[src/rtl/line_dec_pkg.sv]
// Shared state encodings, width helper and output-polarity helpers for the line decoder.
package line_dec_pkg;

  typedef enum logic [1:0] {
    ST_IDLE   = 2'd0,
    ST_DECODE = 2'd1,
    ST_SCAN   = 2'd2
  } state_t;

  function automatic int clog2(input int value);
    int r;
    r = 0;
    for (int v = value - 1; v > 0; v = v >> 1) r++;
    return r;
  endfunction

  // Level of an asserted / idle output line for the given polarity.
  function automatic logic DEC_ACTIVE(input logic active_low);
    return ~active_low;
  endfunction

  function automatic logic DEC_INACTIVE(input logic active_low);
    return active_low;
  endfunction

endpackage

[src/rtl/decoder_core.sv]
// Combinational SEL_W-to-2**SEL_W one-hot decoder.
// Latency: 0 cycles (pure logic).
// Backpressure: none; output follows sel continuously.
module decoder_core #(
  parameter int SEL_W = 3
) (
  input  logic [SEL_W-1:0]      sel,
  output logic [2**SEL_W-1:0]   onehot
);

  generate
    if (SEL_W == 1) begin : g_leaf
      assign onehot = {sel[0], ~sel[0]};
    end else begin : g_split
      // Upper and lower select halves are decoded separately; every output
      // line is the AND of one line from each half.
      localparam int HI_W = SEL_W / 2;
      localparam int LO_W = SEL_W - HI_W;

      logic [2**HI_W-1:0] hi_dec;
      logic [2**LO_W-1:0] lo_dec;

      decoder_core #(.SEL_W(HI_W)) u_hi (
        .sel    (sel[SEL_W-1:LO_W]),
        .onehot (hi_dec)
      );

      decoder_core #(.SEL_W(LO_W)) u_lo (
        .sel    (sel[LO_W-1:0]),
        .onehot (lo_dec)
      );

      for (genvar h = 0; h < 2**HI_W; h++) begin : g_hi
        for (genvar l = 0; l < 2**LO_W; l++) begin : g_lo
          assign onehot[h*(2**LO_W) + l] = hi_dec[h] & lo_dec[l];
        end
      end
    end
  endgenerate

endmodule

[src/rtl/line_decoder_seq.sv]
// Registered line decoder with direct-decode and auto-stepping scan modes.
// Latency: 1 clock from any input to all outputs.
// Backpressure: none; en=0 drops to idle with all lines inactive.
module line_decoder_seq
  import line_dec_pkg::*;
#(
  parameter int SEL_W      = 3,
  parameter int SCAN_DIV   = 4,
  parameter int ACTIVE_LOW = 0
) (
  input  logic                  clk,
  input  logic                  rst,
  input  logic                  en,
  input  logic                  mode,
  input  logic                  load,
  input  logic [SEL_W-1:0]      sel,
  output logic [2**SEL_W-1:0]   d_out,
  output logic [SEL_W-1:0]      idx,
  output logic                  valid,
  output logic                  wrap
);

  localparam int   OUT_W = 2**SEL_W;
  localparam int   CNT_W = clog2(SCAN_DIV) + 1;
  localparam logic POL   = (ACTIVE_LOW != 0);
  localparam logic ACT   = DEC_ACTIVE(POL);
  localparam logic INACT = DEC_INACTIVE(POL);

  state_t             state, state_n;
  logic [CNT_W-1:0]   div_cnt, cnt_n;
  logic [SEL_W-1:0]   idx_n;
  logic               valid_n, wrap_n;
  logic [OUT_W-1:0]   onehot, d_n;

  always_ff @(posedge clk) begin
    if (rst) begin
      state   <= ST_IDLE;
      div_cnt <= '0;
      idx     <= '0;
      valid   <= 1'b0;
      wrap    <= 1'b0;
      d_out   <= {OUT_W{INACT}};
    end else begin
      state   <= state_n;
      div_cnt <= cnt_n;
      idx     <= idx_n;
      valid   <= valid_n;
      wrap    <= wrap_n;
      d_out   <= d_n;
    end
  end

  always_comb begin
    state_n = state;
    cnt_n   = div_cnt;
    idx_n   = idx;
    valid_n = valid;
    wrap_n  = 1'b0;

    if (!en) begin
      state_n = ST_IDLE;
      cnt_n   = '0;
      valid_n = 1'b0;
    end else begin
      case (state)
        ST_IDLE: begin
          if (mode) begin
            state_n = ST_SCAN;
            cnt_n   = '0;
            valid_n = 1'b1;
            if (load) idx_n = sel;
          end else if (load) begin
            state_n = ST_DECODE;
            idx_n   = sel;
            valid_n = 1'b1;
          end
        end
        ST_DECODE: begin
          valid_n = 1'b1;
          if (load) idx_n = sel;
          if (mode) begin
            state_n = ST_SCAN;
            cnt_n   = '0;
          end
        end
        ST_SCAN: begin
          valid_n = 1'b1;
          if (!mode) begin
            state_n = ST_DECODE;
            cnt_n   = '0;
            if (load) idx_n = sel;
          end else if (load) begin
            // A reload restarts the step period and suppresses any step due now.
            idx_n = sel;
            cnt_n = '0;
          end else if (div_cnt == CNT_W'(SCAN_DIV - 1)) begin
            idx_n  = idx + SEL_W'(1);
            cnt_n  = '0;
            wrap_n = (idx == SEL_W'(OUT_W - 1));
          end else begin
            cnt_n = div_cnt + CNT_W'(1);
          end
        end
        default: begin
          state_n = ST_IDLE;
          cnt_n   = '0;
          valid_n = 1'b0;
        end
      endcase
    end
  end

  decoder_core #(.SEL_W(SEL_W)) u_core (
    .sel    (idx_n),
    .onehot (onehot)
  );

  always_comb begin
    d_n = {OUT_W{INACT}};
    if (valid_n) d_n = (onehot & {OUT_W{ACT}}) | (~onehot & {OUT_W{INACT}});
  end

endmodule
[config.mk]
export PLATFORM = sky130hd
export DESIGN_NAME = line_decoder_seq
export DESIGN_NICKNAME = d
export VERILOG_FILES = /design/src/rtl/line_dec_pkg.sv /design/src/rtl/decoder_core.sv /design/src/rtl/line_decoder_seq.sv
export SDC_FILE = /design/constraint.sdc
export NUM_CORES = 1
export LEC_CHECK = 0
export ABC_AREA = 1
export ABC_CLOCK_PERIOD_IN_PS = 2000
export CORE_MARGIN = 2
export CORE_UTILIZATION = 49
export DETAILED_ROUTE_END_ITERATION = 8
export GPL_TIMING_DRIVEN = 0
export PLACE_DENSITY_LB_ADDON = 0.12
export SYNTH_ARGS = -nofsm -noshare
export SYNTH_HDL_FRONTEND = slang
export SYNTH_SLANG_ARGS = --single-unit
[constraint.sdc]
create_clock -name clk -period 2 [get_ports clk]
set_input_delay 0.4 -clock clk [delete_from_list [all_inputs] [get_ports clk]]
set_output_delay 0.4 -clock clk [all_outputs]
set_load 0.01 [all_outputs]
==> flow_summary.ini, run 1 <==
[floorplan]
die_area_um2 = 2354
fp-row-count = 16
num_io_pins = 21
start_util = 0.5052
die_w_um = 48.52
die_h_um = 48.52
fp.coreArea_um2 = 1922

[setup_path]
crit_chain = clkdlybuf4s50_1
criticalPathCategory = flop to output pin
r2r_slack_ns = 0.35
timing.rr.start = state[0]
worst_path_dominant_cell_family = buffers and inverters
timing.critical_path.buf_inv = 1
required_ns = 1.60
worstPathArrival_ns = 1.25
cpPeakStageDelay_ns = 0.56
cp_max_fo = 4
setup.worst_path.end_class = output pin
critPathSlowestCell = clkdlybuf4s50_1
crit_path_start_kind = flop
rr_worst_depth = 9
r2r-end = d_out[1]

[clock_network]
clock_path_buffers = 2
cts_tree = done
cts.repair.resized = 0
htreeDepth = 1
clock_latency_ns = 0.30
numCtsBuffers = 3
hold_buffers = 0
cts.sinks = 18
root_buffer = clkbuf_4
cts_setup_buffers = 0
path_clk_slew_ns = 0.11

[synth]
seq_area_frac_synth = 0.3711
syn-cell-area_um2 = 970.9
ys_warn_count = 0
synth_fp_nets = 139
synthCells = 124
postSynthAreaPerCell_um2 = 7.830
ys_types = 24
synth_seq_cells = 18

[detailed_routing]
drtPass1Iterations = 4
drtIter0Drc = 12
num_vias = 837
drt_wl_total_um = 1831
via_per_inst = 4.783
drc = 0
postRouteAntennaNets = 0
wl_per_cell_um = 10.46

[sta]
rsz0062_at_grt = false
worstMarginPinSlew_ns = 0.3354
fin_crit_sh = 0.8259
finalHoldViolations = 0
finClkSkew_ns = 0.007652
fmax_ghz = 0.6054
finalSetupViolCount = 0
period_minus_slack_ns = 1.652
slew_violations = 0
finalSetupTns_ns = 0
slew_headroom = 0.7756

[cells_and_area]
design_area_um2 = 1241
n_antenna_cell = 0
fill_cells = 174
nNetsFinal = 164
utilization = 0.6458
area_growth_syn_to_layout_pct = 27.84
most-common-layout-cells = clkdlybuf4s50_1 (20), nand2_1 (19), nor2_1 (18), dfxtp_1 (18), inv_1 (13)
drive_above_1_share = 0.1757
layout_commonest_cell = clkdlybuf4s50_1

[grt]
grt_pass1_wl_um = 3222
grt_overflow_total = 0
antenna_found_initial = 0
grt_usage = 0.1739
grt_max_degree = 11
grt_pass1_vias = 798

[pwr]
power.density_nw_per_um2 = 644.5
swShare = 0.2987
power.leakage_nw = 0.5268
irDropWorstVdd_mv = 0.4394
pwr-share-clk = 0.286
p_int_mw = 0.5611
seqPwrFrac = 0.477
p_sw_mw = 0.2389
comb_power_share = 0.237

[hold_path]
hold_start = div_cnt[2]
min_path_cells = 2
whs_endpoint = div_cnt[2]
hp-class = flop to flop

[placement]
place_area_um2 = 1205
dp_hpwl_um = 1443
io_buffers = 20
place.gp.congestion = 0.7413

[outcome]
status = finished, final reports clean

[run]
maxCapViolations = 0
[Yosys cell counts]
| cell type | n | area share |
|---|---|---|
| nand2_1 | 19 | 0.073 |
| dfxtp_1 | 18 | 0.37 |
| nor2_1 | 18 | 0.070 |
| inv_1 | 13 | 0.050 |
| nand3_1 | 8 | 0.041 |
| ha_1 | 7 | 0.090 |
| nand2_2 | 7 | 0.045 |
| a21oi_1 | 5 | 0.026 |
| o21ai_0 | 5 | 0.026 |
| inv_2 | 3 | 0.012 |
| nand2_4 | 3 | 0.035 |
| or2_1 | 3 | 0.019 |
| a21oi_2 | 2 | 0.018 |
| nor2_2 | 2 | 0.013 |
| nor2_4 | 2 | 0.023 |
| a22oi_1 | 1 | 0.0077 |
| clkinv_1 | 1 | 0.0039 |
| nand3_2 | 1 | 0.010 |
| nand3b_1 | 1 | 0.0077 |
| nor2_8 | 1 | 0.021 |
| nor3_1 | 1 | 0.0051 |
| nor3_4 | 1 | 0.017 |
| o211a_1 | 1 | 0.010 |
| o21ai_1 | 1 | 0.0051 |
[sequential cells by signal, summed over array words and instances (netlist names)]
signal	flops
valid	1
wrap	1
state	2
div_cnt	3
d_out	8
idx	3
[routing by layer]
metal  wire (um)  part of all wire  GRT usage
met1         899              0.49     0.2235
met2         823              0.45     0.2824
met3          66             0.036    0.02778
met4          41             0.022    0.09048
met5           0                 0          0
[power by group through the flow]
stage | registers, mW | clock network (mW) | logic, mW
2_1_floorplan | 0.394 | 0 | 0.123
3_3_place_gp | 0.389 | 0 | 0.185
3_5_place_dp | 0.390 | 0 | 0.188
4_1_cts | 0.382 | 0.233 | 0.190
5_1_grt | 0.384 | 0.255 | 0.210
6_report | 0.382 | 0.229 | 0.189
[worst max-delay path by stage]
stage	endpoint	cells after the start	from
after detailed placement	d_out[1]	11	mode
after global routing	d_out[2]	9	state[1]
after CTS	idx[0]	1	idx[0]
final	idx[0]	1	idx[0]
after global placement	d_out[6]	9	mode
after floorplan	d_out[1]	10	idx[0]
[per-stage QoR]
stage                     total power [mW]  hold slack [ns]  setup slack, ns  std cells
final                               0.8000           0.4848           0.3482        175
after global routing                0.8497           0.5244           0.1643        175
after CTS                           0.8042           0.4895           0.3456        175
after detailed placement            0.5786           0.4712           0.1341        171
after global placement              0.5744           0.4629           0.1504        171
after floorplan                     0.5167           0.4508           0.5294        124
[layout make-up]
type | count | area (um2) | share of cell area
clock buffer | 4 | 36.28 | 0.02923
sequential | 18 | 360.3 | 0.2903
multi-input combinational | 89 | 546.8 | 0.4405
inverter | 17 | 63.81 | 0.05141
timing repair buffer | 20 | 200.2 | 0.1613
tap | 27 | 33.78 | 0.02722
[cell families after synthesis]
group,after synthesis,share of synthesized area
compound gates,15,0.09278
fa+ha+maj,7,0.09020
buf+inv,17,0.06572
flops,18,0.3711
simple gates,67,0.3802
Power figures use the tool's default switching activity.
==> run 2: changes to the inputs <==
Settings changed: ABC_CLOCK_PERIOD_IN_PS 2000 to 1650.
Clock period 2 ns to 1.65 ns, I/O delays scaled along.
==> flow_summary.ini, run 2 (same netlist as run 1, synthesis figures left out) <==
[outcome]
status = finished, final reports clean

[grt]
grt_overflow_total = 0
antenna_found_initial = 0
grt_pass1_vias = 798
grt_pass1_wl_um = 3222
grt_max_degree = 11
grt_usage = 0.1739

[cells_and_area]
design_area_um2 = 1311
area_growth_syn_to_layout_pct = 35.05
reg.largest.list = d_out (8), div_cnt (3), idx (3)
fill_cells = 167
most-common-layout-cells = clkdlybuf4s50_1 (20), nand2_1 (19), dfxtp_1 (15)
layout_commonest_cell = clkdlybuf4s50_1
n_antenna_cell = 0
utilization = 0.6823
regMostFlops = d_out
nNetsFinal = 167
largest_reg_flops = 8
stdcell_count = 178
drive_above_1_share = 0.2649

[sta]
worstMarginPinSlew_ns = 0.3519
fin_ws_ns = 0.05836
finalSetupViolCount = 0
hold_ws_ns = 0.4855
finClkSkew_ns = 0.009307
period_minus_slack_ns = 1.592
finalSetupTns_ns = 0
slew_headroom = 0.7645
finalHoldViolations = 0
fin_crit_sh = 0.9646
slew_violations = 0
fmax_ghz = 0.6283

[floorplan]
die_h_um = 48.52
die_area_um2 = 2354
fp-row-count = 16
die_w_um = 48.52
start_util = 0.5052
fp.coreArea_um2 = 1922
num_io_pins = 21

[placement]
dp_hpwl_um = 1443
dp_slack_ns = -0.1459
io_buffers = 20
place_area_um2 = 1205
place.gp.congestion = 0.7413
placed_cells = 171

[clock_network]
clock_latency_ns = 0.31
clock_path_buffers = 2
cts_tree = done
root_buffer = clkbuf_4
hold_buffers = 0
path_clk_slew_ns = 0.11
htreeDepth = 1
numCtsBuffers = 3
cts.sinks = 18

[detailed_routing]
postRouteAntennaNets = 0
drtIter0Drc = 12
via_per_inst = 4.831
drc = 0
drtPass1Iterations = 6
wl_per_cell_um = 11.18
drt_wl_total_um = 1990
num_vias = 860

[setup_path]
crit_path_start_kind = flop
setup.worst_path.end_class = flop
crit_top_cell = nand2_4
worstPathArrival_ns = 1.85
criticalPathCategory = flop to flop
timing.critical_path.buf_inv = 0
cpPeakStageDelay_ns = 0.36
required_ns = 1.91
cp_max_fo = 4
worst_path_dominant_cell_family = simple AND/OR/NAND/NOR gates
critPathSlowestCell = dfxtp_4
crit_chain = ha_1, ha_1, nand3b_1, nand2_1, nand2_1, nand2_2, nand2_4, nand2_4, nand2_4, nor2_2

[pwr]
power.density_nw_per_um2 = 766.3
irDropWorstVdd_mv = 0.5720
finalPower_mw = 1.005
power.leakage_nw = 0.5434

[run]
maxCapViolations = 0

[hold_path]
hp-class = flop to flop
-- run 2: cell count changes in the layout (fill, tap and decap cells not counted), moves of 2 or more --
cell / before / now
nor2_1: 18 / 14
buf_4: 0 / 3
dfxtp_1: 18 / 15
nor2_2: 2 / 5
dfxtp_2: 0 / 2
ha_1: 7 / 5
-- run 2: worst reg2reg max path: stages, from the launching register on --
cell,delay [ns]
dfxtp_4,0.36
ha_1,0.20
ha_1,0.30
nand3b_1,0.18
nand2_1,0.07
nand2_1,0.06
nand2_2,0.08
nand2_4,0.06
nand2_4,0.07
nand2_4,0.07
nor2_2,0.11
-- run 2: timing repair --
action | 4_1_cts | 5_1_grt
setup endpoints to repair | 0 | 13
resized for setup | 0 | 15
buffers inserted | 0 | 3
-- run 2: final timing paths --
check	startpoint	endpoint	slack [ns]	depth (start not counted)
max	idx[0]	d_out[1]	0.06	10
min	div_cnt[2]	div_cnt[2]	0.49	2
max reg2reg	idx[0]	d_out[1]	0.06	10
min reg2reg	div_cnt[2]	div_cnt[2]	0.49	2
-- run 2: final cells by class --
class	count	area, um2	share of cell area
Sequential cell	18	366.6	0.2796
Inverter	17	63.81	0.04866
Multi-Input combinational cell	89	588.1	0.4485
Clock buffer	4	36.28	0.02767
Tap cell	27	33.78	0.02576
Timing Repair Buffer	23	222.7	0.1698
-- run 2: per-layer routing --
metal	vias up	share of wire	GRT usage	wire, um
li1	446	-	-	-
met1	389	0.47	0.2235	942
met2	22	0.48	0.2824	953
met3	3	0.033	0.02778	66
met4	0	0.015	0.09048	29
met5	-	0	0	0
-- run 2: where the power goes --
group	internal, mW	switching [mW]	total, mW	leakage (nW)
clock	0.135	0.148	0.282	0.0210
combinational	0.110	0.148	0.258	0.375
sequential	0.452	0.0124	0.464	0.148
